[src/rtl/pe_load_sequencer_if.sv]
// Bus bundle between pe_load_sequencer and its surroundings.
// Carries the weight and activation valid/ready streams, the PE load/compute
// port group and the valid/ready result port.
//   slave  : the sequencer's view (consumes streams, drives PE, offers result)
//   master : the environment's view (stream sources, PE, result sink)
interface pe_load_sequencer_if #(
  parameter int DATA_WIDTH = 16
);
  logic [DATA_WIDTH-1:0] w_data;
  logic                  w_valid;
  logic                  w_ready;
  logic [DATA_WIDTH-1:0] a_data;
  logic                  a_valid;
  logic                  a_ready;
  logic [DATA_WIDTH-1:0] pe_filter_input;
  logic                  pe_load_enable_weight;
  logic [DATA_WIDTH-1:0] pe_activation_input;
  logic                  pe_load_enable_activation;
  logic                  pe_start;
  logic                  pe_load_done;
  logic                  pe_compute_done;
  logic [DATA_WIDTH-1:0] pe_out;
  logic [DATA_WIDTH-1:0] res_data;
  logic                  res_valid;
  logic                  res_ready;

  modport slave (
    input  w_data, w_valid,
    output w_ready,
    input  a_data, a_valid,
    output a_ready,
    output pe_filter_input, pe_load_enable_weight,
    output pe_activation_input, pe_load_enable_activation,
    output pe_start,
    input  pe_load_done, pe_compute_done, pe_out,
    output res_data, res_valid,
    input  res_ready
  );

  modport master (
    output w_data, w_valid,
    input  w_ready,
    output a_data, a_valid,
    input  a_ready,
    input  pe_filter_input, pe_load_enable_weight,
    input  pe_activation_input, pe_load_enable_activation,
    input  pe_start,
    output pe_load_done, pe_compute_done, pe_out,
    input  res_data, res_valid,
    output res_ready
  );
endinterface

[src/rtl/pe_load_sequencer.sv]
// pe_load_sequencer: upstream feeder for one processing element.
// Pulls KERNEL_SIZE weights then ACTIVATION_SIZE activations from their
// valid/ready streams, strobes each word into the PE one cycle after its
// handshake, waits for pe_load_done, pulses pe_start, captures pe_out on
// pe_compute_done and offers it on the valid/ready result port.
// Ports:
//   clk    in   rising-edge clock
//   reset  in   asynchronous active-high reset (abandons any job in flight)
//   bus    slave modport of pe_load_sequencer_if (streams, PE, result)
//   busy   out  registered, high whenever the FSM is not idle
//   error  out  sticky watchdog flag
// Optional feature: define PE_SEQ_TIMEOUT_EN to enable a watchdog that
// aborts a job after TIMEOUT_CYCLES in WAIT_LOAD or WAIT_COMPUTE. Without
// it the FSM waits indefinitely and error is tied low.
module pe_load_sequencer #(
  parameter int DATA_WIDTH      = 16,
  parameter int KERNEL_SIZE     = 3,
  parameter int ACTIVATION_SIZE = 5,
  parameter int TIMEOUT_CYCLES  = 1024
) (
  input  logic                 clk,
  input  logic                 reset,
  pe_load_sequencer_if.slave   bus,
  output logic                 busy,
  output logic                 error
);
  localparam int WCW = $clog2(KERNEL_SIZE + 1);
  localparam int ACW = $clog2(ACTIVATION_SIZE + 1);

  typedef enum logic [2:0] {
    IDLE, LOAD_W, LOAD_A, WAIT_LOAD, START, WAIT_COMPUTE, OUTPUT
  } state_t;

  state_t state, next_state;

  logic [WCW-1:0]        w_cnt;
  logic [ACW-1:0]        a_cnt;
  logic [DATA_WIDTH-1:0] filter_q, act_q, res_q;
  logic                  w_stb, a_stb, res_vld;
  logic                  w_fire, a_fire;
  logic                  timeout;

  assign w_fire = bus.w_valid && (state == LOAD_W);
  assign a_fire = bus.a_valid && (state == LOAD_A);

  assign bus.pe_filter_input           = filter_q;
  assign bus.pe_load_enable_weight     = w_stb;
  assign bus.pe_activation_input       = act_q;
  assign bus.pe_load_enable_activation = a_stb;
  assign bus.res_data                  = res_q;
  assign bus.res_valid                 = res_vld;

  always_ff @(posedge clk or posedge reset) begin
    if (reset) state <= IDLE;
    else       state <= next_state;
  end

  // A completion arriving in the same cycle as the watchdog expiry wins.
  always_comb begin
    next_state  = state;
    bus.w_ready = 1'b0;
    bus.a_ready = 1'b0;
    bus.pe_start = 1'b0;
    case (state)
      IDLE:         if (bus.w_valid) next_state = LOAD_W;
      LOAD_W: begin
        bus.w_ready = 1'b1;
        if (w_fire && w_cnt == WCW'(KERNEL_SIZE - 1)) next_state = LOAD_A;
      end
      LOAD_A: begin
        bus.a_ready = 1'b1;
        if (a_fire && a_cnt == ACW'(ACTIVATION_SIZE - 1)) next_state = WAIT_LOAD;
      end
      WAIT_LOAD: begin
        if (bus.pe_load_done) next_state = START;
        else if (timeout)     next_state = IDLE;
      end
      START: begin
        bus.pe_start = 1'b1;
        next_state   = WAIT_COMPUTE;
      end
      WAIT_COMPUTE: begin
        if (bus.pe_compute_done) next_state = OUTPUT;
        else if (timeout)        next_state = IDLE;
      end
      OUTPUT:       if (bus.res_ready) next_state = IDLE;
      default:      next_state = IDLE;
    endcase
  end

  // Strobes are registered copies of the handshake, so each word reaches the
  // PE one cycle after it is accepted; data registers hold between strobes.
  always_ff @(posedge clk or posedge reset) begin
    if (reset) begin
      w_cnt    <= '0;
      a_cnt    <= '0;
      filter_q <= '0;
      act_q    <= '0;
      w_stb    <= 1'b0;
      a_stb    <= 1'b0;
      res_q    <= '0;
      res_vld  <= 1'b0;
      busy     <= 1'b0;
    end else begin
      w_stb <= w_fire;
      a_stb <= a_fire;
      if (w_fire) filter_q <= bus.w_data;
      if (a_fire) act_q    <= bus.a_data;

      if (state != LOAD_W) w_cnt <= '0;
      else if (w_fire)     w_cnt <= w_cnt + 1'b1;
      if (state != LOAD_A) a_cnt <= '0;
      else if (a_fire)     a_cnt <= a_cnt + 1'b1;

      if (state == WAIT_COMPUTE && bus.pe_compute_done) begin
        res_q   <= bus.pe_out;
        res_vld <= 1'b1;
      end else if (state == OUTPUT && bus.res_ready) begin
        res_vld <= 1'b0;
      end

      busy <= (next_state != IDLE);
    end
  end

`ifdef PE_SEQ_TIMEOUT_EN
  localparam int TW = $clog2(TIMEOUT_CYCLES + 1);

  logic [TW-1:0] wait_cnt;
  logic          in_wait;

  assign in_wait = (state == WAIT_LOAD) || (state == WAIT_COMPUTE);
  assign timeout = in_wait && (wait_cnt == TW'(TIMEOUT_CYCLES - 1));

  // Any state change clears the count, so it restarts on entry to either
  // wait state and measures only the time spent in the current one.
  always_ff @(posedge clk or posedge reset) begin
    if (reset) begin
      wait_cnt <= '0;
      error    <= 1'b0;
    end else begin
      if (next_state != state) wait_cnt <= '0;
      else if (in_wait)        wait_cnt <= wait_cnt + 1'b1;
      if (timeout && next_state == IDLE) error <= 1'b1;
    end
  end
`else
  assign timeout = 1'b0;
  assign error   = 1'b0;
`endif

endmodule
[src/flat_wrapper.sv]
// flat-port wrapper written by rule: the top's interface ports become plain ports
module pe_load_sequencer_flat 
#(
  parameter int DATA_WIDTH      = 16,
  parameter int KERNEL_SIZE     = 3,
  parameter int ACTIVATION_SIZE = 5,
  parameter int TIMEOUT_CYCLES  = 1024
)
  (clk, reset, busy, error, bus_w_data, bus_w_valid, bus_w_ready, bus_a_data, bus_a_valid, bus_a_ready, bus_pe_filter_input, bus_pe_load_enable_weight, bus_pe_activation_input, bus_pe_load_enable_activation, bus_pe_start, bus_pe_load_done, bus_pe_compute_done, bus_pe_out, bus_res_data, bus_res_valid, bus_res_ready);
  pe_load_sequencer_if #(.DATA_WIDTH(DATA_WIDTH)) bus_i ();
  input  logic clk;
  input  logic reset;
  output logic busy;
  output logic error;
  input wire logic [$bits(bus_i.w_data)-1:0] bus_w_data;
  input wire logic [$bits(bus_i.w_valid)-1:0] bus_w_valid;
  output wire logic [$bits(bus_i.w_ready)-1:0] bus_w_ready;
  input wire logic [$bits(bus_i.a_data)-1:0] bus_a_data;
  input wire logic [$bits(bus_i.a_valid)-1:0] bus_a_valid;
  output wire logic [$bits(bus_i.a_ready)-1:0] bus_a_ready;
  output wire logic [$bits(bus_i.pe_filter_input)-1:0] bus_pe_filter_input;
  output wire logic [$bits(bus_i.pe_load_enable_weight)-1:0] bus_pe_load_enable_weight;
  output wire logic [$bits(bus_i.pe_activation_input)-1:0] bus_pe_activation_input;
  output wire logic [$bits(bus_i.pe_load_enable_activation)-1:0] bus_pe_load_enable_activation;
  output wire logic [$bits(bus_i.pe_start)-1:0] bus_pe_start;
  input wire logic [$bits(bus_i.pe_load_done)-1:0] bus_pe_load_done;
  input wire logic [$bits(bus_i.pe_compute_done)-1:0] bus_pe_compute_done;
  input wire logic [$bits(bus_i.pe_out)-1:0] bus_pe_out;
  output wire logic [$bits(bus_i.res_data)-1:0] bus_res_data;
  output wire logic [$bits(bus_i.res_valid)-1:0] bus_res_valid;
  input wire logic [$bits(bus_i.res_ready)-1:0] bus_res_ready;
  assign bus_i.w_data = bus_w_data;
  assign bus_i.w_valid = bus_w_valid;
  assign bus_w_ready = bus_i.w_ready;
  assign bus_i.a_data = bus_a_data;
  assign bus_i.a_valid = bus_a_valid;
  assign bus_a_ready = bus_i.a_ready;
  assign bus_pe_filter_input = bus_i.pe_filter_input;
  assign bus_pe_load_enable_weight = bus_i.pe_load_enable_weight;
  assign bus_pe_activation_input = bus_i.pe_activation_input;
  assign bus_pe_load_enable_activation = bus_i.pe_load_enable_activation;
  assign bus_pe_start = bus_i.pe_start;
  assign bus_i.pe_load_done = bus_pe_load_done;
  assign bus_i.pe_compute_done = bus_pe_compute_done;
  assign bus_i.pe_out = bus_pe_out;
  assign bus_res_data = bus_i.res_data;
  assign bus_res_valid = bus_i.res_valid;
  assign bus_i.res_ready = bus_res_ready;
  pe_load_sequencer #(.DATA_WIDTH(DATA_WIDTH), .KERNEL_SIZE(KERNEL_SIZE), .ACTIVATION_SIZE(ACTIVATION_SIZE), .TIMEOUT_CYCLES(TIMEOUT_CYCLES)) u_core (.clk(clk), .reset(reset), .bus(bus_i), .busy(busy), .error(error));
endmodule
[config.mk]
export PLATFORM = sky130hd
export DESIGN_NAME = pe_load_sequencer_flat
export DESIGN_NICKNAME = d
export VERILOG_FILES = /design/src/rtl/pe_load_sequencer_if.sv /design/src/rtl/pe_load_sequencer.sv /design/src/flat_wrapper.sv
export SDC_FILE = /design/constraint.sdc
export NUM_CORES = 1
export LEC_CHECK = 0
export ABC_AREA = 0
export CORE_MARGIN = 4
export CORE_UTILIZATION = 30
export CTS_CLUSTER_DIAMETER = 150
export DETAILED_ROUTE_END_ITERATION = 10
export SLEW_MARGIN = 10
export SYNTH_ARGS = -nofsm -noshare
export SYNTH_HDL_FRONTEND = slang
export SYNTH_SLANG_ARGS = --single-unit
[constraint.sdc]
create_clock -name clk -period 1.6 [get_ports clk]
set_input_delay 0.16 -clock clk [delete_from_list [all_inputs] [get_ports clk]]
set_output_delay 0.16 -clock clk [all_outputs]
set_load 0.05 [all_outputs]
==> flow_metrics.py, run 1 <==
metrics = {
    "sta": {
        "hold_viol": 0,
        "rsz0062_at_grt": "no",
        "clock_skew_ns": 0.00777,
        "finalCritPeriodShare": 0.950,
        "drv_slew": 0,
        "fmax_mhz": 658,
        "fin_crit_ns": 1.52,
        "hold_slack_ns": 0.267,
        "setup_violations": 0,
    },
    "synthesis": {
        "ys_seq_area_frac": 0.589,
        "ys_seq_elements": 60,
        "synth-simple-area-share": 0.0584,
        "synthesis.area_mm2": 0.00255,
        "synth_cell_types": 38,
        "yosys.area.top_type": "dfrtp_1",
        "syn-num-nets": 229,
        "synth_xor_area_frac": 0.0103,
        "synth_top_family_by_area": "multiplexers",
        "synth_most_common_cell": "dfrtp_1",
        "yosys-top-cells-area": "dfrtp_1 (59%), mux2_2 (14%), mux2_4 (10%)",
        "syn-mean-instance-area_um2": 14.9,
        "synth_compound_area_frac": 0.0304,
        "async_reset_ff_frac": 1.00,
        "synthCells": 171,
        "yosys_warnings": 0,
        "yosys.area.top_type_share": 0.589,
        "synth_flop_cell": "dfrtp_1",
        "synthTopCellsByCount": "dfrtp_1 (60), mux2_2 (31), mux2_4 (17)",
        "synth_fa_ha_area_frac": 0.0147,
        "synth.mux.area_fraction": 0.249,
        "synth_edf_count": 0,
    },
    "clock_tree": {
        "h-tree-depth": 3,
        "cts_tree": "yes",
        "insertion_delay_ns": 0.33,
        "hold_buffers": 0,
        "cts_sinks": 60,
        "clockRootBuffer": "clkbuf_8",
        "clock_path_buffers": 2,
        "clkTransAtPathRegs_ns": 0.07,
        "cts_made_buffers": 9,
    },
    "grt": {
        "grt_use_total": 0.112,
        "grt_overflow_total": 0,
        "grt_pass1_wl_um": 8680,
        "antenna_found_initial": 0,
        "grt_max_degree": 61,
        "grt_pass1_vias": 1782,
    },
    "hold_path": {
        "hold_path_class": "in -> async",
    },
    "die": {
        "die_w_um": 100,
        "die_h_um": 100,
        "ios": 111,
        "dieArea_mm2": 0.0100,
        "rows": 33,
        "start_util": 0.309,
        "core_area_mm2": 0.00826,
    },
    "placed_design": {
        "placed_area_mm2": 0.00369,
        "place.gp.congestion": 0.727,
        "dp_cells": 384,
        "io_buffers": 109,
        "place_hpwl_um": 4140,
    },
    "detailed_routing": {
        "postRouteAntennaNets": 0,
        "drcViolationCount": 0,
        "drt-vias-per-instance": 4.29,
        "wl_per_cell_um": 14.0,
        "dr.first_iter.drc_count": 30,
        "num_vias": 1744,
        "drt_first_pass_iters": 4,
        "wl_um": 5720,
    },
    "power_and_ir_drop": {
        "vdd_drop_max_v": 0.000799,
        "power_leakage_nw": 1.85,
        "power_density_mw_per_mm2": 2340,
    },
    "worst_setup_path": {
        "worstSetupEndpointType": "output port",
        "arrival_ns": 1.36,
        "worstPathMaxFanout": 7,
        "r2r_slack_ns": 0.08,
        "worst-endpoint-required_ns": 1.44,
        "crit_type": "reg -> out",
        "startpoint_type": "flip-flop",
    },
    "cells_and_area": {
        "diodes": 0,
        "drive_gt1_frac": 0.483,
        "fin_nets": 355,
        "fillers": 744,
        "final_util": 0.486,
        "instances_no_fill": 407,
        "syn_to_final_growth_pct": 57.2,
        "fin_area_mm2": 0.00401,
    },
    "job": {
        "cap_violations": 0,
    },
    "status": {
        "status": "finished, final reports clean",
    },
}
==> power by group <==
group	switching [mW]	leakage (nW)	internal (mW)
registers	0.378	0.732	2.19
logic	3.22	1.00	2.02
clock network	0.594	0.112	0.964
total	4.19	1.85	5.18
==> placed cells by master (no fill, tap or decap), types with 4 or more instances in the layout <==
| cell type | instances |
|---|---|
| nor2_1 | 5 |
| clkdlybuf4s50_1 | 54 |
| buf_12 | 7 |
| clkbuf_8 | 11 |
| dfrtp_1 | 60 |
| mux2_2 | 31 |
| buf_4 | 62 |
| inv_1 | 4 |
| o21ai_0 | 4 |
| nand2_1 | 7 |
| mux2_4 | 17 |
==> routing by layer <==
| metal | wire [um] | vias to the layer above | GRT usage | part of all wire |
|---|---|---|---|---|
| met5 | 0 | - | 0 | 0 |
| met4 | 55 | 0 | 0.0373 | 0.0096 |
| met3 | 628 | 5 | 0.0591 | 0.11 |
| met2 | 2600 | 78 | 0.164 | 0.45 |
| met1 | 2430 | 818 | 0.143 | 0.43 |
| li1 | - | 843 | - | - |
==> registers in the layout (all words and copies together) (netlist names) <==
register and count:
u_core.bus.pe_activation_input 16, u_core.bus.pe_filter_input 16, u_core.bus.res_data 16, u_core.a_cnt 3, u_core.state 3, u_core.w_cnt 2, u_core.bus.pe_load_enable_activation 1, u_core.bus.pe_load_enable_weight 1
u_core.bus.res_valid 1, u_core.busy 1
==> final timing paths <==
kind,startpoint,end,cells past startpoint
min in group clk,bus_pe_out[0],u_core.bus.res_data[0],2
max in group asynchronous,reset,u_core.bus.res_data[10],3
max reg2reg,u_core.state[1],u_core.bus.pe_filter_input[3],6
max,u_core.state[1],bus_a_ready,5
min reg2reg,u_core.bus.pe_filter_input[14],u_core.bus.pe_filter_input[14],1
min,reset,u_core.bus.pe_filter_input[2],3
==> repair_timing <==
item                       CTS  global route
setup endpoints to repair    1             3
pin swaps                    1             1
buffers inserted             2             6
gates resized for setup      4             2
==> worst max-delay path, stage by stage (launching register included) <==
cell and delay [ns]:
dfrtp_1 0.40, buf_6 0.16, nand2b_4 0.05, or2_4 0.24, inv_4 0.06, buf_12 0.12
==> cell families after synthesis <==
family                   after synthesis
XOR/XNOR                               3
buffers and inverters                 17
AND/OR/NAND/NOR                       25
flip-flops                            60
other                                  1
multiplexers                          51
AO/OA/AOI/OAI                         11
adder cells (fa/ha/maj)                3
==> stage by stage <==
stage | TNS (ns) | power [mW] | setup slack (ns)
2_1_floorplan | 0 | 6.18 | 0.0232
3_3_place_gp | 0 | 7.70 | 0.0733
3_5_place_dp | 0 | 7.76 | 0.0591
4_1_cts | -0.0488 | 9.41 | -0.0488
5_1_grt | 0 | 9.82 | 0.00127
6_report | 0 | 9.37 | 0.0795
==> area by class of cell <==
cell class | instances | area (um^2) | area share
inverters | 8 | 41.3 | 0.0103
clock inverters | 5 | 83.8 | 0.0209
well taps | 105 | 131 | 0.0328
flip-flops and latches | 60 | 1500 | 0.374
clock buffers | 11 | 151 | 0.0378
multi-input cells | 94 | 943 | 0.235
repair buffers | 124 | 1160 | 0.289
No activity file was read; power rests on OpenSTA's default activity.
==> run 2: changes to the inputs <==
- CTS_CLUSTER_SIZE: not set -> 25
==> results of run 2 <==
The final DEF is identical to that of run 1; final timing and power are the same.
==> run 3: changes to the inputs <==
- CELL_PAD_IN_SITES_DETAIL_PLACEMENT: not set -> 0
- CELL_PAD_IN_SITES_GLOBAL_PLACEMENT: not set -> 1
- GPL_ROUTABILITY_DRIVEN: not set -> 0
- PLACE_DENSITY_LB_ADDON: not set -> 0.1
==> flow_metrics.py, run 3 (synthesis results as in run 1) <==
metrics = {
    "detailed_routing": {
        "wl_per_cell_um": 14.7,
        "drcViolationCount": 0,
        "drt-vias-per-instance": 4.32,
        "wl_um": 6030,
        "num_vias": 1772,
        "postRouteAntennaNets": 0,
        "routed.top_layer": "met4",
        "wl_met3_um": 471,
        "dr.first_iter.drc_count": 54,
        "wl_met1_um": 2780,
        "wl_met2_um": 2730,
        "drt_first_pass_iters": 5,
    },
    "power_and_ir_drop": {
        "power_density_mw_per_mm2": 2300,
        "vdd_drop_max_v": 0.000689,
        "power_leakage_nw": 1.86,
    },
    "die": {
        "die_h_um": 100,
        "rows": 33,
        "dieArea_mm2": 0.0100,
        "core_area_mm2": 0.00826,
        "start_util": 0.309,
        "ios": 111,
        "die_w_um": 100,
    },
    "grt": {
        "grt_use_total": 0.121,
        "grt_pass1_vias": 1775,
        "antenna_found_initial": 0,
        "grt_pass1_wl_um": 9200,
        "grt_overflow_total": 0,
        "grt_max_degree": 61,
    },
    "clock_tree": {
        "hold_buffers": 0,
        "insertion_delay_ns": 0.32,
        "clockRootBuffer": "clkbuf_8",
        "cts_made_buffers": 9,
        "clkTransAtPathRegs_ns": 0.07,
        "cts_tree": "yes",
        "cts_sinks": 60,
        "h-tree-depth": 3,
        "clock_path_buffers": 2,
    },
    "status": {
        "status": "finished, final reports clean",
    },
    "cells_and_area": {
        "fin_nets": 359,
        "final_cell_mix": "buf_4 (65), dfrtp_1 (60), clkdlybuf4s50_1 (54)",
        "fin_area_mm2": 0.00401,
        "diodes": 0,
        "ff_latch_area_mm2": 0.00150,
        "multi_input_area_um2": 957,
        "final_common_cell": "buf_4",
        "final_util": 0.486,
        "fillers": 757,
        "drive_gt1_frac": 0.492,
        "syn_to_final_growth_pct": 57.2,
    },
    "sta": {
        "fin_crit_ns": 1.57,
        "fmax_mhz": 637,
        "finalCritPeriodShare": 0.981,
        "drv_slew": 0,
        "finalWorstSetupSlack_ns": 0.0310,
        "hold_viol": 0,
        "rsz0062_at_grt": "yes",
        "setup_violations": 0,
        "clock_skew_ns": 0.00546,
    },
    "worst_setup_path": {
        "startpoint_type": "flip-flop",
        "crit_type": "reg -> reg",
        "worst-endpoint-required_ns": 1.81,
        "r2r_start": "u_core.state[1]",
        "timing.rr.end": "u_core.bus.pe_activation_input[1]",
        "worstPathMaxFanout": 9,
        "worstSetupEndpointType": "flip-flop",
        "r2r_slack_ns": 0.03,
        "reg2regPathDepth": 5,
        "startpoint": "u_core.state[1]",
        "arrival_ns": 1.78,
    },
    "job": {
        "cap_violations": 0,
    },
    "placed_design": {
        "placed_area_mm2": 0.00370,
        "place_hpwl_um": 4220,
        "place_ws_ns": 0.0563,
        "io_buffers": 109,
    },
    "hold_path": {
        "hold_path_class": "in -> async",
    },
}
==> run 3: cell types whose count changed in the layout (fill, tap and decap cells not counted), sizes merged <==
cell and change:
and2 +1, buf +2, bufinv -1, clkbuf +1, clkinv +2, clkinvlp -2
==> run 3: per-stage QoR <==
step | hold slack, ns | setup TNS (ns) | cells | power [mW]
after floorplan | 0.266 | 0 | 171 | 6.18
after global placement | 0.490 | 0 | 386 | 7.76
after detailed placement | 0.495 | 0 | 386 | 7.79
after CTS | 0.265 | -0.0360 | 402 | 9.23
after global routing | 0.267 | -0.308 | 410 | 9.68
final | 0.273 | 0 | 410 | 9.22
==> run 3: metal layers <==
metal,up-vias,track usage
li1,846,-
met1,858,0.162
met2,63,0.171
met3,5,0.0612
met4,0,0.0342
met5,-,0
==> run 3: power by group <==
group	switching (mW)	leakage [nW]	total (mW)	internal, mW
Combinational	3.27	1.02	5.31	2.04
Sequential	0.354	0.732	2.55	2.19
Clock	0.569	0.105	1.36	0.793
Total	4.20	1.86	9.22	5.02
==> run 3: worst max path at each step <==
stage,endpoint,slack (ns),depth (start not counted)
floorplan,u_core.bus.pe_filter_input[0],0.02,7
global placement,u_core.bus.pe_activation_input[5],0.06,4
detailed placement,u_core.bus.pe_activation_input[5],0.06,4
CTS,bus_pe_start,-0.04,4
global route,bus_pe_start,-0.05,4
finish,u_core.bus.pe_activation_input[1],0.03,5
==> run 3: final cells by class <==
cell class                      instances  share of cell area
Timing Repair Buffer                  127               0.294
Sequential cell                        60               0.374
Tap cell                              105              0.0328
Clock inverter                          4              0.0122
Inverter                                8              0.0103
Clock buffer                           11              0.0377
Multi-Input combinational cell         95               0.239
==> run 3: what timing repair did <==
action,in CTS,in global routing
gates cloned,0,2
resized for setup,3,6
pin swaps,0,2
buffers inserted,1,6
setup endpoints to repair,1,20
==> run 3: worst max-delay path, cell delays in order, from the launching register on <==
cell and delay, ns:
dfrtp_1 0.41, buf_6 0.14, buf_8 0.11, and4bb_2 0.31
clkbuf_16 0.19, mux2_4 0.30
